--- src/rtl/axi_lite_if.sv ---
// axi_lite_if: AXI4-Lite slave with control registers, status/level readback and an instruction-push FIFO.
// Optional macro AXIL_SLVERR_EN: return SLVERR for unmapped, read-only-write and write-only-read accesses.
module axi_lite_if #(
    parameter int AXIL_DATA_WIDTH = 32,
    parameter int AXIL_ADDR_WIDTH = 8,
    parameter int NUM_CTRL_REGS   = 16,
    parameter int FIFO_DEPTH      = 16
) (
    input  logic                          ACLK,
    input  logic                          ARESETn,
    input  logic [AXIL_ADDR_WIDTH-1:0]    AWADDR,
    input  logic                          AWVALID,
    output logic                          AWREADY,
    input  logic [AXIL_DATA_WIDTH-1:0]    WDATA,
    input  logic [AXIL_DATA_WIDTH/8-1:0]  WSTRB,
    input  logic                          WVALID,
    output logic                          WREADY,
    output logic [1:0]                    BRESP,
    output logic                          BVALID,
    input  logic                          BREADY,
    input  logic [AXIL_ADDR_WIDTH-1:0]    ARADDR,
    input  logic                          ARVALID,
    output logic                          ARREADY,
    output logic [AXIL_DATA_WIDTH-1:0]    RDATA,
    output logic [1:0]                    RRESP,
    output logic                          RVALID,
    input  logic                          RREADY,
    input  logic [31:0]                   status_in,
    output logic [NUM_CTRL_REGS*32-1:0]   ctrl_regs,
    output logic                          instr_valid,
    output logic [31:0]                   instr_data,
    input  logic                          instr_ready
);
    localparam int PW = $clog2(FIFO_DEPTH);
    localparam int LW = $clog2(FIFO_DEPTH + 1);
    localparam logic [5:0] NREG = 6'(NUM_CTRL_REGS);

    logic              aw_held, w_held;
    logic [5:0]        aw_idx, ar_idx;
    logic [31:0]       w_data, rd_val;
    logic [3:0]        w_strb;
    logic [31:0]       mem [FIFO_DEPTH];
    logic [PW-1:0]     wr_ptr, rd_ptr;
    logic [LW-1:0]     level;
    logic              full, is_push, commit, push, pop, aw_hs, w_hs, ar_hs, wr_err, rd_err;

    assign AWREADY     = ARESETn & !aw_held & !BVALID;
    assign WREADY      = ARESETn & !w_held & !BVALID;
    assign ARREADY     = ARESETn & !RVALID;
    assign aw_hs       = AWVALID & AWREADY;
    assign w_hs        = WVALID & WREADY;
    assign ar_hs       = ARVALID & ARREADY;
    assign ar_idx      = ARADDR[7:2];
    assign full        = level == LW'(FIFO_DEPTH);
    assign is_push     = aw_idx == 6'd18;
    // A push to a full FIFO waits here rather than dropping the word
    assign commit      = aw_held & w_held & !(is_push & full);
    assign push        = commit & is_push;
    assign pop         = instr_valid & instr_ready;
    assign instr_valid = level != '0;
    assign instr_data  = mem[rd_ptr];

`ifdef AXIL_SLVERR_EN
    assign wr_err = !(aw_idx < NREG || aw_idx == 6'd18);
    assign rd_err = !(ar_idx < NREG || ar_idx == 6'd16 || ar_idx == 6'd19 || ar_idx == 6'd20);
`else
    assign wr_err = 1'b0;
    assign rd_err = 1'b0;
`endif

    always_comb begin
        rd_val = ar_idx < NREG    ? ctrl_regs[32*ar_idx[3:0] +: 32] :
                 ar_idx == 6'd16  ? status_in :
                 ar_idx == 6'd19  ? {31'b0, !full} :
                 ar_idx == 6'd20  ? {{(32-LW){1'b0}}, level} : 32'b0;
    end

    always_ff @(posedge ACLK or negedge ARESETn) begin
        if (!ARESETn) begin
            aw_held   <= 1'b0;
            w_held    <= 1'b0;
            aw_idx    <= '0;
            w_data    <= '0;
            w_strb    <= '0;
            BVALID    <= 1'b0;
            BRESP     <= 2'b00;
            ctrl_regs <= '0;
        end else begin
            if (aw_hs) begin
                aw_held <= 1'b1;
                aw_idx  <= AWADDR[7:2];
            end
            if (w_hs) begin
                w_held <= 1'b1;
                w_data <= WDATA;
                w_strb <= WSTRB;
            end
            if (commit) begin
                aw_held <= 1'b0;
                w_held  <= 1'b0;
                BVALID  <= 1'b1;
                BRESP   <= wr_err ? 2'b10 : 2'b00;
                if (aw_idx < NREG)
                    for (int b = 0; b < 4; b++)
                        if (w_strb[b]) ctrl_regs[32*aw_idx[3:0] + 8*b +: 8] <= w_data[8*b +: 8];
            end else if (BVALID && BREADY) begin
                BVALID <= 1'b0;
            end
        end
    end

    always_ff @(posedge ACLK or negedge ARESETn) begin
        if (!ARESETn) begin
            RVALID <= 1'b0;
            RDATA  <= '0;
            RRESP  <= 2'b00;
        end else if (ar_hs) begin
            RVALID <= 1'b1;
            RDATA  <= rd_val;
            RRESP  <= rd_err ? 2'b10 : 2'b00;
        end else if (RVALID && RREADY) begin
            RVALID <= 1'b0;
        end
    end

    always_ff @(posedge ACLK or negedge ARESETn) begin
        if (!ARESETn) begin
            wr_ptr <= '0;
            rd_ptr <= '0;
            level  <= '0;
        end else begin
            if (push) wr_ptr <= wr_ptr + 1'b1;
            if (pop) rd_ptr <= rd_ptr + 1'b1;
            level <= level + LW'(push) - LW'(pop);
        end
    end

    always_ff @(posedge ACLK) begin
        if (push) mem[wr_ptr] <= w_data;
    end
endmodule

--- config.mk ---
export PLATFORM = sky130hd
export DESIGN_NAME = axi_lite_if
export DESIGN_NICKNAME = d
export VERILOG_FILES = /design/src/rtl/axi_lite_if.sv
export SDC_FILE = /design/constraint.sdc
export NUM_CORES = 2
export LEC_CHECK = 0
export ABC_AREA = 0
export CAP_MARGIN = 5
export CORE_MARGIN = 1.5
export CORE_UTILIZATION = 45
export DETAILED_ROUTE_END_ITERATION = 8
export PLACE_DENSITY = 0.77
export SLEW_MARGIN = 30
export SYNTH_ARGS = -nofsm -noshare
export SYNTH_HDL_FRONTEND = slang
export SYNTH_SLANG_ARGS = --single-unit
--- constraint.sdc ---
create_clock -name ACLK -period 5.4 [get_ports ACLK]
set_input_delay 1.08 -clock ACLK [delete_from_list [all_inputs] [get_ports ACLK]]
set_output_delay 1.08 -clock ACLK [all_outputs]
set_load 0.02 [all_outputs]
# After elaboration in Yosys (flattened, before gate mapping)
# Memories as Yosys holds them, arrays and structs flattened.
# Index checks and enable logic that the tools add are counted.
[totals]
output_inout_bits = 586
memories = 1
inputBits = 92
ramBits = 512
ff_bits = 603
wordCells = 95
[memory_table]
columns = ["memory", "words", "word_bits", "rd", "rd_clocked_by_memory_dff", "wr", "line_no", "rtl"]
rows = [
  ["mem", 16, 32, 1, 0, 1, "42", "logic [31:0] mem [FIFO_DEPTH];"],
]
[classes]
n_addsub = 11
n_shift = 9
reduce_logical = 14
mux = 28
magnitude_cmp = 2
n_eq_ne = 5
n_bitwise = 13
[ops]
columns = ["op", "count"]
rows = [
  ["two-way mux 512 bit", 10],
  ["bitwise mux 512 bit", 4],
  ["variable shift 8 x 34 -> 512 bit, first input constant", 4],
  ["indexed part select 8 x 34 -> 512 bit", 4],
  ["indexed part select 512 x 10 -> 32 bit", 1],
  ["negation 10 -> 34 bit", 3],
  ["two-way mux 32 bit", 2],
  ["negation 9 -> 34 bit", 1],
  ["equality test 6 x 5 -> 1 bit, second input constant", 4],
  ["adder 9 x 5 -> 10 bit, second input constant", 2],
  ["AND 1 bit", 13],
  ["< comparator 6 x 5 -> 1 bit, second input constant", 2],
  ["adder 9 x 4 -> 10 bit, second input constant", 1],
  ["two-way mux 1 bit", 10],
  ["two-way mux 5 bit", 2],
  ["adder 4 x 1 -> 4 bit, second input constant", 2],
  ["nonzero test 2 bit", 4],
  ["logical NOT 1 bit", 6],
  ["adder 5 x 1 -> 5 bit", 1],
  ["equality test 5 bit, second input constant", 1],
  ["nonzero test 5 bit", 1],
  ["subtractor 5 x 1 -> 5 bit", 1],
  ["logical AND 1 bit", 2],
  ["AND reduction 2 bit", 1],
]

# Logic depth before layout (Yosys ltp)
[logic_depth]
word_depth = 16
mapped_depth = 14
depth_no_buf = 13

# Worst setup path before layout
# Ideal clock, no wire load.
[synth_timing]
path_type = "reg-to-reg"
start = "register aw_idx[0]"
end = "memory mem[0][0], enable pin"
t_required_ns = 4.899
synth_period_minus_slack_ns = 5.573
stages_incl_launch_ff = 8
slack_ns = -0.173
setup_ns = 0.501
n_path_buf = 1
arrival_time_ns = 5.072
path_cell_list = "dfrtp_1 buf_2 inv_1 ha_1 or3b_2 nor4_4 inv_2 nor4_1"
[synth_via]
elab_chain_len = 7
[synth_rtl]
columns = ["element", "line_no", "rtl"]
rows = [
  ["start, declared", "39", "logic [5:0] aw_idx, ar_idx;"],
  ["start signal, assigned", "91", "aw_idx <= AWADDR[7:2];"],
  ["equality test 6 x 5 -> 1 bit *", "55", "assign is_push = aw_idx == 6'd18;"],
  ["AND 1 bit", "57", "assign commit = aw_held & w_held & !(is_push & full);"],
  ["logical NOT 1 bit", "57", ""],
  ["AND 1 bit", "57", ""],
  ["AND 1 bit *", "58", "assign push = commit & is_push;"],
  ["two-way mux 1 bit *", "139", "if (push) mem[wr_ptr] <= w_data;"],
  ["two-way mux 1 bit (implied by the code) *", "139", ""],
  ["end, declared", "42", ""],
]
# Mark *: on every way between the ends. The rest lies on a longest branch, timed or not.

# Worst setup path in the final report
[layout_timing]
start = "register rd_ptr[0]"
end = "output instr_data[1]"
[layout_via]
elab_chain_len = 1
[layout_rtl]
columns = ["element", "line_no", "rtl"]
rows = [
  ["start, declared", "43", "logic [PW-1:0] wr_ptr, rd_ptr;"],
  ["start signal, assigned", "133", "if (pop) rd_ptr <= rd_ptr + 1'b1;"],
  ["memory (16 x 32 bit)", "--", ""],
  ["end, declared", "31", "output logic [31:0] instr_data,"],
]
# Every way passes these cells.

==> metrics.cfg <==
[status]
status = complete, no violations

[critical_path]
setup.worst_path.start_class = register
reg2reg_from = aw_idx[1]
crit_path_end_kind = output pin
path_max_fanout = 22
r2r_cells = 6
r2r_end = ctrl_regs[129]
crit_type = reg -> out
cp.required_ns = 4.32
reg2reg_slack_ns = 1.64
arrival_ns = 3.63

[finish]
fill_cells = 8281
final_cell_mix = nand2_1, clkdlybuf4s50_1, dfrtp_1
nNetsFinal = 4294
drive_gt1_frac = 0.140
area_delta_synth_final_pct = 25.5
final_area_um2 = 59500
final_common_cell = nand2_1
fin_cells = 5661

[route]
wl_per_cell_um = 30.6
dr.pass1.iters = 6
vias = 34400
routed_wirelength_um = 173000
antenna_left = 0
first_iter_violations = 3829
drc = 0
viasPerCell = 6.07

[timing]
finalHoldViolations = 0
fin_crit_ns = 4.71
tightestPinTransition_ns = 1.06
fmax_mhz = 212
finalSetupViolations = 0
fin_crit_sh = 0.872
rsz0062_at_grt = false
finalClockSkew_ns = 0.0310
timing_max_transition_violations_final = 0
relSlewSlack = 0.296

[floorplan]
io_pins = 678
die_h_um = 328
std_cell_rows = 118
start_util = 0.456
core_um2 = 104000
dieArea_um2 = 107000
die_w_um = 328

[yosys]
synth-seq-area-share = 0.643
async_reset_ff_frac = 0.541
ys_types = 59
yosysWarnings = 0
synth_edf_count = 512
synthesis.area_um2 = 47400
synthFlopType = dfrtp_1
synth_seq_cells = 1115
synthCells = 3576
synth_area_per_cell_um2 = 13.3

[clock_tree]
cts_buffer_depth = 3
cts_tree = done
numCtsBuffers = 114
cts_sinks = 1115
clk_latency_ns = 0.72
cts.htree.levels = 3
ctsResizeCount = 0
clk_pin_slew_ns = 0.06
post-cts-setup-buffer-count = 0
hold_buffers = 0
root_buffer = clkbuf_16

[power_and_ir_drop]
peakVddDrop_mv = 0.380
p_per_area_nw_per_um2 = 446
p_leak_uw = 0.0227

[placement]
hpwlAfterDp_um = 118000
globalplace.congestion = 0.967
port_buffers = 669
dp_cells = 5447
placed_area_um2 = 55700

[global_routing]
grt_use_total = 0.318
overflow = 0
grt_max_degree = 168
grt_pass1_wl_um = 245000
antenna_found_initial = 20
grt_pass1_vias = 34100

[run]
maxCapViolations = 0

[worst_hold_path]
hold_path.class = in -> async

[power by group]
group	internal (uW)	total (uW)	switching, uW
Sequential	9970	11600	1670
Clock	4450	7860	3410
Combinational	2980	7030	4060
[cell usage after synthesis (all sizes together) (2+ instances only)]
library cell    n  area (um2)
xor2            4        42.6
o31ai          16         120
buf            75         377
dfrtp         603       15100
or3b            3        26.3
a22oi          81         608
and4           18         158
ha             17         213
o21ai         458        2290
edfxtp        512       15400
a221oi          4        35.0
nand2b          4        25.0
inv            35         131
a21oi          30         150
mux2           96        1080
a21o           19         143
xnor2           8        77.6
nor2           57         219
and3           26         163
and2           18         113
nand2         692        2600
a2111oi         4        35.0
o221a           5        56.3
o21bai          2        15.0
nand4          44         275
nor3           17        90.1
or4b            2        20.0
or2             2        12.5
clkbuf        175         657
nor3b           5        37.5
nor4           11        98.8
nand3          42         210
a211oi          4        30.0
a31oi          54         338
nor2b          12        75.1
mux4          176        3960
mux2i         234        2340
[cell type report]
class	instances	area [um2]	share of cell area
multi-input cells	2179	16000	0.269
inverters	35	131	0.00221
diodes	10	25.0	0.000421
clock inverters	37	389	0.00654
repair buffers	739	7420	0.125
clock buffers	166	3310	0.0556
well taps	1380	1730	0.0290
flip-flops and latches	1115	30500	0.513
[critical path: stages (launching register included)]
cell	delay [ns]
dfrtp_4	0.75
buf_4	0.44
mux4_2	0.58
mux4_2	0.54
clkdlybuf4s50_1	0.57
[routing by layer]
metal,up-vias,wire length (um),global-route usage
met5,-,115,0
met4,20,10400,0.166
met3,523,21600,0.116
met2,2124,79300,0.496
met1,17300,61800,0.389
li1,14400,-,-
[logic make-up after synthesis]
logic type	Yosys count	synth area share
DFF	1115	0.643
and+or+nand+nor	960	0.0885
AOI/OAI and AO/OA	679	0.0810
muxes	506	0.156
buffers and inverters	285	0.0246
adders and majority gates	18	0.00491
xor gates and xnor gates	12	0.00253
other	1	0.0000791
[how the worst max path moves through the flow]
stage,startpoint,to
2_1_floorplan,aw_idx[0],mem[0][0]
3_3_place_gp,rd_ptr[0],instr_data[23]
3_5_place_dp,rd_ptr[0],instr_data[23]
4_1_cts,rd_ptr[0],instr_data[23]
5_1_grt,rd_ptr[0],instr_data[21]
6_report,rd_ptr[0],instr_data[1]
[metrics by stage]
step                setup WS (ns)  hold WS (ns)   util  total power, uW  TNS (ns)
detailed placement           1.41         0.491  0.536            18700         0
CTS                         0.651         0.296  0.572            26500         0
global placement             1.44         0.483  0.534            18500         0
global route                0.558         0.337  0.572            27300         0
floorplan                  -0.173         0.487      -            15200    -44.34
finish                      0.693         0.307  0.572            26500         0
[state kept, by name, indices dropped and copies added (netlist names)]
name / cells
mem: 512
RDATA: 32
level: 5
wr_ptr: 4
BVALID: 1
w_held: 1
aw_held: 1
aw_idx: 6
w_data: 32
RVALID: 1
w_strb: 4
rd_ptr: 4
ctrl_regs: 512
Power figures use the tool's default switching activity.
